File: src/rtl/sram_axi_bridge_mp.sv
// Bridges NPORT SRAM-like masters onto one AXI3 master: round-robin reads with per-port
// credits, a single outstanding write, and read-after-write word-address hazard blocking.
module sram_axi_bridge_mp #(
  parameter int unsigned NPORT  = 2,
  parameter int unsigned MAX_RD = 2
) (
  input  logic                  aclk,
  input  logic                  reset,
  input  logic [NPORT-1:0]      p_req,
  input  logic [NPORT-1:0]      p_wr,
  input  logic [2*NPORT-1:0]    p_size,
  input  logic [32*NPORT-1:0]   p_addr,
  input  logic [8*NPORT-1:0]    p_len,
  input  logic [4*NPORT-1:0]    p_wstrb,
  input  logic [32*NPORT-1:0]   p_wdata,
  output logic [NPORT-1:0]      p_addr_ok,
  output logic [NPORT-1:0]      p_data_ok,
  output logic [NPORT-1:0]      p_rlast,
  output logic [32*NPORT-1:0]   p_rdata,
  output logic [3:0]            arid,
  output logic [31:0]           araddr,
  output logic [7:0]            arlen,
  output logic [2:0]            arsize,
  output logic [1:0]            arburst,
  output logic [1:0]            arlock,
  output logic [3:0]            arcache,
  output logic [2:0]            arprot,
  output logic                  arvalid,
  input  logic                  arready,
  input  logic [3:0]            rid,
  input  logic [31:0]           rdata,
  input  logic [1:0]            rresp,
  input  logic                  rlast,
  input  logic                  rvalid,
  output logic                  rready,
  output logic [3:0]            awid,
  output logic [31:0]           awaddr,
  output logic [7:0]            awlen,
  output logic [2:0]            awsize,
  output logic [1:0]            awburst,
  output logic [1:0]            awlock,
  output logic [3:0]            awcache,
  output logic [2:0]            awprot,
  output logic                  awvalid,
  input  logic                  awready,
  output logic [3:0]            wid,
  output logic [31:0]           wdata,
  output logic [3:0]            wstrb,
  output logic                  wlast,
  output logic                  wvalid,
  input  logic                  wready,
  input  logic [3:0]            bid,
  input  logic [1:0]            bresp,
  input  logic                  bvalid,
  output logic                  bready
);

  typedef enum logic [1:0] {W_IDLE, W_SEND, W_RESP} wstate_e;

  wstate_e     w_state_q;
  logic [3:0]  rd_ptr_q, wr_ptr_q;
  logic [2:0]  rd_cnt_q [NPORT];
  logic        arvalid_q;
  logic [3:0]  arid_q;
  logic [31:0] araddr_q;
  logic [7:0]  arlen_q;
  logic [1:0]  arsize_q;
  logic        awvalid_q, wvalid_q;
  logic [3:0]  wport_q;
  logic [31:0] awaddr_q, wdata_q;
  logic [1:0]  awsize_q;
  logic [3:0]  wstrb_q;

  logic             ar_free, r_hit, b_fire, wr_pend;
  logic [NPORT-1:0] rd_dec, rd_cand, wr_cand, rd_acc, wr_acc;
  logic             rd_gnt_vld, wr_gnt_vld;
  logic [3:0]       rd_gnt, wr_gnt;
  int unsigned      ri, wi;
  logic             unused_ok;

  assign unused_ok = ^{rresp, bresp, bid};

  assign ar_free = ~arvalid_q | arready;
  assign r_hit   = rvalid & (32'(rid) < NPORT);
  assign wr_pend = (w_state_q != W_IDLE);
  assign bready  = (w_state_q == W_RESP) & ~(rvalid & (rid == wport_q));
  assign b_fire  = bvalid & bready;

  // A last beat arriving this cycle frees its credit in time for a same-cycle accept.
  always_comb begin
    for (int unsigned i = 0; i < NPORT; i++) begin
      rd_dec[i]  = r_hit && (32'(rid) == i) && rlast;
      rd_cand[i] = p_req[i] && !p_wr[i] && ar_free && !reset
                   && ((32'(rd_cnt_q[i]) < MAX_RD) || rd_dec[i])
                   && !(wr_pend && (p_addr[32*i+2 +: 30] == awaddr_q[31:2]));
      wr_cand[i] = p_req[i] && p_wr[i] && (w_state_q == W_IDLE) && !reset;
    end
  end

  always_comb begin
    rd_gnt_vld = 1'b0;
    rd_gnt     = '0;
    wr_gnt_vld = 1'b0;
    wr_gnt     = '0;
    ri         = 0;
    wi         = 0;
    for (int unsigned k = 0; k < NPORT; k++) begin
      ri = (32'(rd_ptr_q) + k) % NPORT;
      wi = (32'(wr_ptr_q) + k) % NPORT;
      if (!rd_gnt_vld && rd_cand[ri]) begin
        rd_gnt_vld = 1'b1;
        rd_gnt     = 4'(ri);
      end
      if (!wr_gnt_vld && wr_cand[wi]) begin
        wr_gnt_vld = 1'b1;
        wr_gnt     = 4'(wi);
      end
    end
    for (int unsigned i = 0; i < NPORT; i++) begin
      rd_acc[i] = rd_gnt_vld && (32'(rd_gnt) == i);
      wr_acc[i] = wr_gnt_vld && (32'(wr_gnt) == i);
    end
  end

  always_comb begin
    for (int unsigned i = 0; i < NPORT; i++) begin
      p_data_ok[i] = (r_hit && (32'(rid) == i)) || (b_fire && (32'(wport_q) == i));
      p_rlast[i]   = r_hit && (32'(rid) == i) && rlast;
    end
  end

  assign p_addr_ok = rd_acc | wr_acc;
  assign p_rdata   = {NPORT{rdata}};

  always_ff @(posedge aclk) begin
    if (reset) begin
      arvalid_q <= 1'b0;
      arid_q    <= '0;
      araddr_q  <= '0;
      arlen_q   <= '0;
      arsize_q  <= '0;
      rd_ptr_q  <= '0;
      for (int unsigned i = 0; i < NPORT; i++) rd_cnt_q[i] <= '0;
    end else begin
      if (rd_gnt_vld) begin
        arvalid_q <= 1'b1;
        arid_q    <= rd_gnt;
        araddr_q  <= p_addr[32*rd_gnt +: 32];
        arlen_q   <= p_len[8*rd_gnt +: 8];
        arsize_q  <= p_size[2*rd_gnt +: 2];
        rd_ptr_q  <= 4'((32'(rd_gnt) + 1) % NPORT);
      end else if (arready) begin
        arvalid_q <= 1'b0;
      end
      for (int unsigned i = 0; i < NPORT; i++) begin
        if (rd_acc[i] && !rd_dec[i])
          rd_cnt_q[i] <= rd_cnt_q[i] + 3'd1;
        else if (!rd_acc[i] && rd_dec[i] && (rd_cnt_q[i] != '0))
          rd_cnt_q[i] <= rd_cnt_q[i] - 3'd1;
      end
    end
  end

  always_ff @(posedge aclk) begin
    if (reset) begin
      w_state_q <= W_IDLE;
      wr_ptr_q  <= '0;
      wport_q   <= '0;
      awaddr_q  <= '0;
      awsize_q  <= '0;
      wdata_q   <= '0;
      wstrb_q   <= '0;
      awvalid_q <= 1'b0;
      wvalid_q  <= 1'b0;
    end else begin
      case (w_state_q)
        W_IDLE: if (wr_gnt_vld) begin
          wport_q   <= wr_gnt;
          awaddr_q  <= p_addr[32*wr_gnt +: 32];
          awsize_q  <= p_size[2*wr_gnt +: 2];
          wdata_q   <= p_wdata[32*wr_gnt +: 32];
          wstrb_q   <= p_wstrb[4*wr_gnt +: 4];
          awvalid_q <= 1'b1;
          wvalid_q  <= 1'b1;
          wr_ptr_q  <= 4'((32'(wr_gnt) + 1) % NPORT);
          w_state_q <= W_SEND;
        end
        W_SEND: begin
          if (awready) awvalid_q <= 1'b0;
          if (wready)  wvalid_q  <= 1'b0;
          if ((!awvalid_q || awready) && (!wvalid_q || wready)) w_state_q <= W_RESP;
        end
        W_RESP: if (b_fire) w_state_q <= W_IDLE;
        default: w_state_q <= W_IDLE;
      endcase
    end
  end

  assign arid    = arid_q;
  assign araddr  = araddr_q;
  assign arlen   = arlen_q;
  assign arsize  = {1'b0, arsize_q};
  assign arburst = 2'b01;
  assign arlock  = '0;
  assign arcache = '0;
  assign arprot  = '0;
  assign arvalid = arvalid_q;
  assign rready  = 1'b1;
  assign awid    = wport_q;
  assign awaddr  = awaddr_q;
  assign awlen   = '0;
  assign awsize  = {1'b0, awsize_q};
  assign awburst = 2'b01;
  assign awlock  = '0;
  assign awcache = '0;
  assign awprot  = '0;
  assign awvalid = awvalid_q;
  assign wid     = wport_q;
  assign wdata   = wdata_q;
  assign wstrb   = wstrb_q;
  assign wlast   = 1'b1;
  assign wvalid  = wvalid_q;

endmodule
File: config.mk
export PLATFORM = sky130hd
export DESIGN_NAME = sram_axi_bridge_mp
export DESIGN_NICKNAME = d
export VERILOG_FILES = /design/src/rtl/sram_axi_bridge_mp.sv
export SDC_FILE = /design/constraint.sdc
export NUM_CORES = 1
export LEC_CHECK = 0
export CELL_PAD_IN_SITES_DETAIL_PLACEMENT = 1
export CELL_PAD_IN_SITES_GLOBAL_PLACEMENT = 2
export CORE_MARGIN = 2
export CORE_UTILIZATION = 21
export CTS_CLUSTER_DIAMETER = 40
export DETAILED_ROUTE_END_ITERATION = 7
export PLACE_DENSITY_LB_ADDON = 0.1
export SKIP_CTS_REPAIR_TIMING = 1
export SYNTH_ARGS = -nofsm -noshare
export SYNTH_HDL_FRONTEND = slang
export SYNTH_SLANG_ARGS = --single-unit
File: constraint.sdc
create_clock -name aclk -period 6.3 [get_ports aclk]
set_clock_uncertainty 0.2 [all_clocks]
set_input_delay 1.575 -clock aclk [delete_from_list [all_inputs] [get_ports aclk]]
set_output_delay 1.575 -clock aclk [all_outputs]
set_load 0.05 [all_outputs]
**Word level (Yosys, flattened, before mapping)**

Memory sizes are Yosys's and may differ from the RTL's.
Index checks and enable logic that the tools add are counted.

- Add/subtract/negate cells: 8
- Multiply operators: 0
- Div/mod/pow operators: 0
- Order comparisons: 7
- Equal/unequal tests: 14
- Shift-type cells: 7
- Muxes and demuxes: 47
- Bitwise gates (word level): 12
- Reduce and logical (&&, ||, !) cells: 70

Operators by type and width:

| operator | number |
|---|---|
| 64-bit by 10-bit indexed part select with 32-bit output | 3 |
| 30-bit == test | 2 |
| 1-bit logical AND | 37 |
| 1-bit 2-to-1 mux | 37 |
| 4-bit by 1-bit == test with 1-bit output, second input constant | 4 |
| 4-bit logical NOT | 4 |
| 16-bit by 8-bit indexed part select with 8-bit output | 1 |
| 1-bit logical NOT | 13 |
| 3-bit 2-to-1 mux | 4 |
| 4-bit by 6-bit indexed part select with 2-bit output | 2 |
| 2-bit inequality test, second input constant | 5 |
| 3-bit AND reduction | 3 |
| 1-bit by 2-bit < comparator with 1-bit output, second input constant | 4 |
| 8-bit by 7-bit indexed part select with 4-bit output | 1 |
| 3-bit by 1-bit adder with 3-bit output, second input constant | 2 |
| 1-bit logical OR | 6 |
| 3-bit by 2-bit < comparator with 1-bit output, second input constant | 2 |
| 2-bit 2-to-1 mux | 3 |
| 2-bit case mux with 3 select lines | 1 |
| 2-bit nonzero test | 3 |
| 3-bit nonzero test | 2 |
| 3-bit by 1-bit subtractor with 3-bit output, second input constant | 2 |
| 1-bit OR | 5 |
| 1-bit adder, second input constant | 4 |
| 10 further kinds | 15 |

- Register bits: 127
- Latch bits: 0
- Bits in writable memories: 6
- Bits in read-only memories: 0
- Memories kept: 1

Memory list:

| name | depth | width | read ports | clocked after Yosys merged registers in | wr ports | RTL line | source |
|---|---|---|---|---|---|---|---|
| rd_cnt_q | 2 | 3 | 2 | 0 | 2 | 62 | `logic [2:0] rd_cnt_q [NPORT];` |

**Logic depth before layout (Yosys ltp)**

- Word-level depth: 23
- Depth in mapped cells: 11
- Gate-level depth less buffers: 10

**Worst setup path after synthesis**

No wires, ideal clock.

- Kind: input-to-output
- Start: in reset
- End: out p_addr_ok[0]
- Arrival time: 3.534 ns
- Data required time: 4.525 ns
- Path slack: 0.991 ns
- Cell stages on the path: 5
- Cells stage by stage: clkbuf_1 -> nor3_1 -> nand2_1 -> clkbuf_1 -> o21ai_0

- Cells in the longest elaborated chain, start to end: 13

RTL lines:

| item | RTL line | source |
|---|---|---|
| from (decl) | 8 | `input logic reset,` |
| 1-bit logical NOT (*) | 93, 96 |  |
| 1-bit logical AND | 93 | `rd_cand[i] = p_req[i] && !p_wr[i] && ar_free && !reset` |
| 1-bit logical AND | 94 | `&& ((32'(rd_cnt_q[i]) < MAX_RD) \|\| rd_dec[i])` |
| 1-bit logical AND | 95 | `&& !(wr_pend && (p_addr[32*i+2 +: 30] == awaddr_q[31:2]));` |
| 1-bit 2-to-1 mux (implied by the code) (2 in a row) | 110 | `if (!rd_gnt_vld && rd_cand[ri]) begin` |
| 1-bit 2-to-1 mux | 110 |  |
| 1-bit logical NOT | 110 |  |
| 1-bit logical AND | 110 |  |
| 1-bit 2-to-1 mux | 110 |  |
| 4-bit logical NOT | 120 | `rd_acc[i] = rd_gnt_vld && (32'(rd_gnt) == i);` |
| 1-bit logical AND | 120 |  |
| 2-bit OR (*) | 132 | `assign p_addr_ok = rd_acc \| wr_acc;` |
| to (decl) | 16 | `output logic [NPORT-1:0] p_addr_ok,` |

Every way passes the cells marked *; elsewhere a longest branch is shown, timed or not. The select of a mux whose other input is x is not followed.

**Worst setup path in the final report**

- Start: in p_addr[60]
- End: out p_addr_ok[0]

- Cells in the longest elaborated chain, start to end: 13

RTL lines:

| item | RTL line | source |
|---|---|---|
| from (decl) | 12 | `input logic [32*NPORT-1:0] p_addr,` |
| 30-bit == test (*) | 95 |  |
| 1-bit logical AND (*) | 95 |  |
| 1-bit logical NOT (*) | 95 |  |
| 1-bit logical AND (*) | 95 |  |
| 1-bit 2-to-1 mux (implied by the code) (2 in a row) | 110 |  |
| 1-bit 2-to-1 mux | 110 |  |
| 1-bit logical NOT | 110 |  |
| 1-bit logical AND | 110 |  |
| 1-bit 2-to-1 mux | 110 |  |
| 4-bit logical NOT | 120 |  |
| 1-bit logical AND (*) | 120 |  |
| 2-bit OR (*) | 132 |  |

Marked as above.

==> run metrics <==
status finished clean; setup repair after global routing missed its margin no; cts bufs inserted 17; leading register cell type out of synthesis sky130_fd_sc_hd__dfxtp_1; # port buffers 296; number of DRC violations after detailed routing 0; std cell rows 67; Placeable Area about 33,000 sq um; simple logic cell fraction of the synthesized area approximately 15%; share of synthesized area spent on multiplexers 6.241%; hold path depth 2; number of distinct library cells after synthesis 51; end of the worst register-to-register path rd_cnt_q[1][2]; maximum vdd drop 0.0001680 V; Slew Limit Fails 0; worst-margin pin slew 1.041 ns; portion of the post-synthesis area used by sequential elements 36.67%; flop and latch count out of synthesis 127; Min-Delay Startpoint arid[0]; first-pass GRT wire length 43,840 microns; Gate Count Post-Synth 832; maximum fanout along the worst path 5; clock slew seen by the registers of the worst setup and hold paths 0.06 ns; upper clock frequency limit 179.6 MHz; clock tree from TritonCTS done; async set-or-reset flop fraction in the synthesized netlist 0%; slack of the worst reg-to-reg path 2.74 ns; data required time of the critical path around 4.5 ns; net switching share of the total power 34.89%; Seq pwr share 34.8%; adder and majority cell fraction of the synthesized area 0.8110%; routability-driven placement congestion ratio 0.7113; xor and xnor area share after synthesis 7.775%; final critical path time including I/O delays and setup 5.569 ns; die area 35,280 sq um; power density of the placed cells ~250 nW/um^2; combinational cell fraction of total power 28.3%; detail-routed via count per cell 4.359; vias after detailed routing around 6,500; clock sink total between 100 and 150; number of top-level pins between 400 and 500; P_int around 1700 uW; average cell area after synthesis 8.530 sq um; deepest level of the CTS H-tree 4; fraction of final layout cells with drive strength greater than 1 5.273%; Vert. Die Dim 187.8 microns; most frequent cells in the layout 293 x sky130_fd_sc_hd__clkdlybuf4s50_1, 121 x sky130_fd_sc_hd__dfxtp_1, 104 x sky130_fd_sc_hd__nand2_1; area of the mapped netlist 7097 sq um; share of total power in the clock network 36.9%; setup TNS 0 ns; residual antenna-violating net count after detailed routing 0; depth of the worst register-to-register path 9; initial antenna violation count 1; endpoint with the worst hold slack arid[0]; count of flip-flops with a built-in enable after synthesis 6; Worst Hold Slack about 0.27 ns; clock insertion delay at the later pin of the skew report 0.43 ns; number of max-cap violations 0; post-route fraction of the period consumed by the critical path 88.40%; Net count, final 1,248; WS Path Type in2out; final setup vio count 0; Routed Wire Length approximately 30,000 microns; Hold/Removal Path Class reg2reg; leak pwr 0.003857 uW; Synth-to-Final Area Change 45.43%; horizontal die dimension 187.8 microns; average detailed-routed wire length per instance 19.66 microns; RR Startpoint awaddr[28]; crit start category primary input; iteration count of the initial detailed-routing pass 5; Detailed Route Iter0 Violations 198; vias in the first global route 6,797; data arrival time at the worst-slack endpoint 3.79 ns; relative max-transition margin between 30 and 40%; capturing element type of the critical path primary output; area fraction in compound gates after synthesis between 15 and 20%; Final Hold Violating Endpoints 0; root buf cell sky130_fd_sc_hd__clkbuf_16; dominant combinational cell family by area after synthesis compound AO/OA/AOI/OAI gates; most common library cell in the layout ignoring fill and taps sky130_fd_sc_hd__clkdlybuf4s50_1; starting density of the core 21.27%; net switching power of the design 911.3 uW; Max clock buf depth 2; number of warnings printed during yosys synthesis 0; DPL Wire Length slightly above 20,000 microns; leftover overflow at the end of global routing 0; largest net degree at the start of global routing 85; global-route usage over all layers 16.52%
[synthesized netlist by cell type, types with 8 or more instances]
library cell                 n  area (sq um)
sky130_fd_sc_hd__nand3_1    26         130.1
sky130_fd_sc_hd__a22oi_1    47         352.8
sky130_fd_sc_hd__inv_1      11         41.29
sky130_fd_sc_hd__clkbuf_1   36         135.1
sky130_fd_sc_hd__a21oi_1    53         265.3
sky130_fd_sc_hd__nand2_1   106         397.9
sky130_fd_sc_hd__a31oi_1    26         162.7
sky130_fd_sc_hd__xor2_1     34         297.8
sky130_fd_sc_hd__xnor2_1    29         254.0
sky130_fd_sc_hd__a211oi_1   44         330.3
sky130_fd_sc_hd__nand4_1     8         50.05
sky130_fd_sc_hd__dfxtp_1   121          2422
sky130_fd_sc_hd__buf_1       8         30.03
sky130_fd_sc_hd__buf_4     109         818.3
sky130_fd_sc_hd__nor2_1     59         221.5
sky130_fd_sc_hd__mux2i_1    42         420.4
[area by class of cell]
cell class	instances	area (sq um)
multi-input cells	571	3542
clock inverters	10	90.09
clock buffers	20	457.9
fillers	3919	23040
well taps	448	560.5
inverters	12	45.04
repair buffers	303	3020
flip-flops and latches	127	2603
diodes	1	2.502
[worst max-delay path, stage by stage]
cell	delay, ns
sky130_fd_sc_hd__clkdlybuf4s50_1	0.49
sky130_fd_sc_hd__xor2_1	0.20
sky130_fd_sc_hd__or4_4	0.54
sky130_fd_sc_hd__nor4_4	0.21
sky130_fd_sc_hd__a21oi_2	0.18
sky130_fd_sc_hd__a21o_4	0.28
sky130_fd_sc_hd__o21ai_0	0.08
sky130_fd_sc_hd__buf_4	0.23
[routing by layer]
metal,wire length (microns),global-route usage [%],vias up
li1,-,-,3146
met1,13230,21.09,3078
met2,13410,26.57,237
met3,2220,5.390,42
met4,469,4.724,0
met5,0,0,-
[sequential cells by signal, indices dropped and copies added, names as in the netlist]
| name | flops |
|---|---|
| awsize_q | 2 |
| wstrb | 4 |
| awaddr | 32 |
| arlen | 8 |
| rd_cnt_q | 6 |
| awvalid | 1 |
| wr_ptr_q | 1 |
| awid | 1 |
| arid | 1 |
| arvalid | 1 |
| wvalid | 1 |
| rd_ptr_q | 1 |
| wdata | 32 |
| w_state_q | 2 |
| araddr | 32 |
| arsize_q | 2 |
[how the worst max path moves through the flow]
| stage | from | endpoint | cells past startpoint |
|---|---|---|---|
| floorplan | reset | p_addr_ok[0] | 5 |
| global placement | p_addr[60] | p_addr_ok[0] | 8 |
| detailed placement | p_addr[45] | p_addr_ok[0] | 8 |
| CTS | p_addr[45] | p_addr_ok[0] | 8 |
| global route | rid[1] | p_addr_ok[0] | 8 |
| finish | p_addr[60] | p_addr_ok[0] | 8 |
[through the flow]
stage / utilization [%] / std cells / cell area, sq um / setup slack [ns] / power, uW
after floorplan: - / 873 / 7251 / 0.9909 / 1486
after global placement: 29.28 / 1461 / 9771 / 0.6782 / 1674
after detailed placement: 29.28 / 1461 / 9771 / 0.6906 / 1675
after CTS: 30.93 / 1491 / 10320 / 0.6852 / 2673
after global routing: 30.93 / 1491 / 10320 / 0.5803 / 2742
final: 30.93 / 1492 / 10320 / 0.7308 / 2612
[cell families after synthesis]
kind of cell	Yosys count
muxes	43
buffers and inverters	175
and+or+nand+nor	232
adders and majority gates	4
xor gates and xnor gates	63
AOI/OAI and AO/OA	186
other	2
DFF	127
[power by group through the flow]
stage	Sequential (uW)	Clock [uW]	Combinational (uW)
after floorplan	1100	0	387
after global placement	926	0	748
after detailed placement	927	0	748
after CTS	909	1010	751
after global routing	918	1040	788
final	909	965	738
No activity file was read; power rests on OpenSTA's default activity.
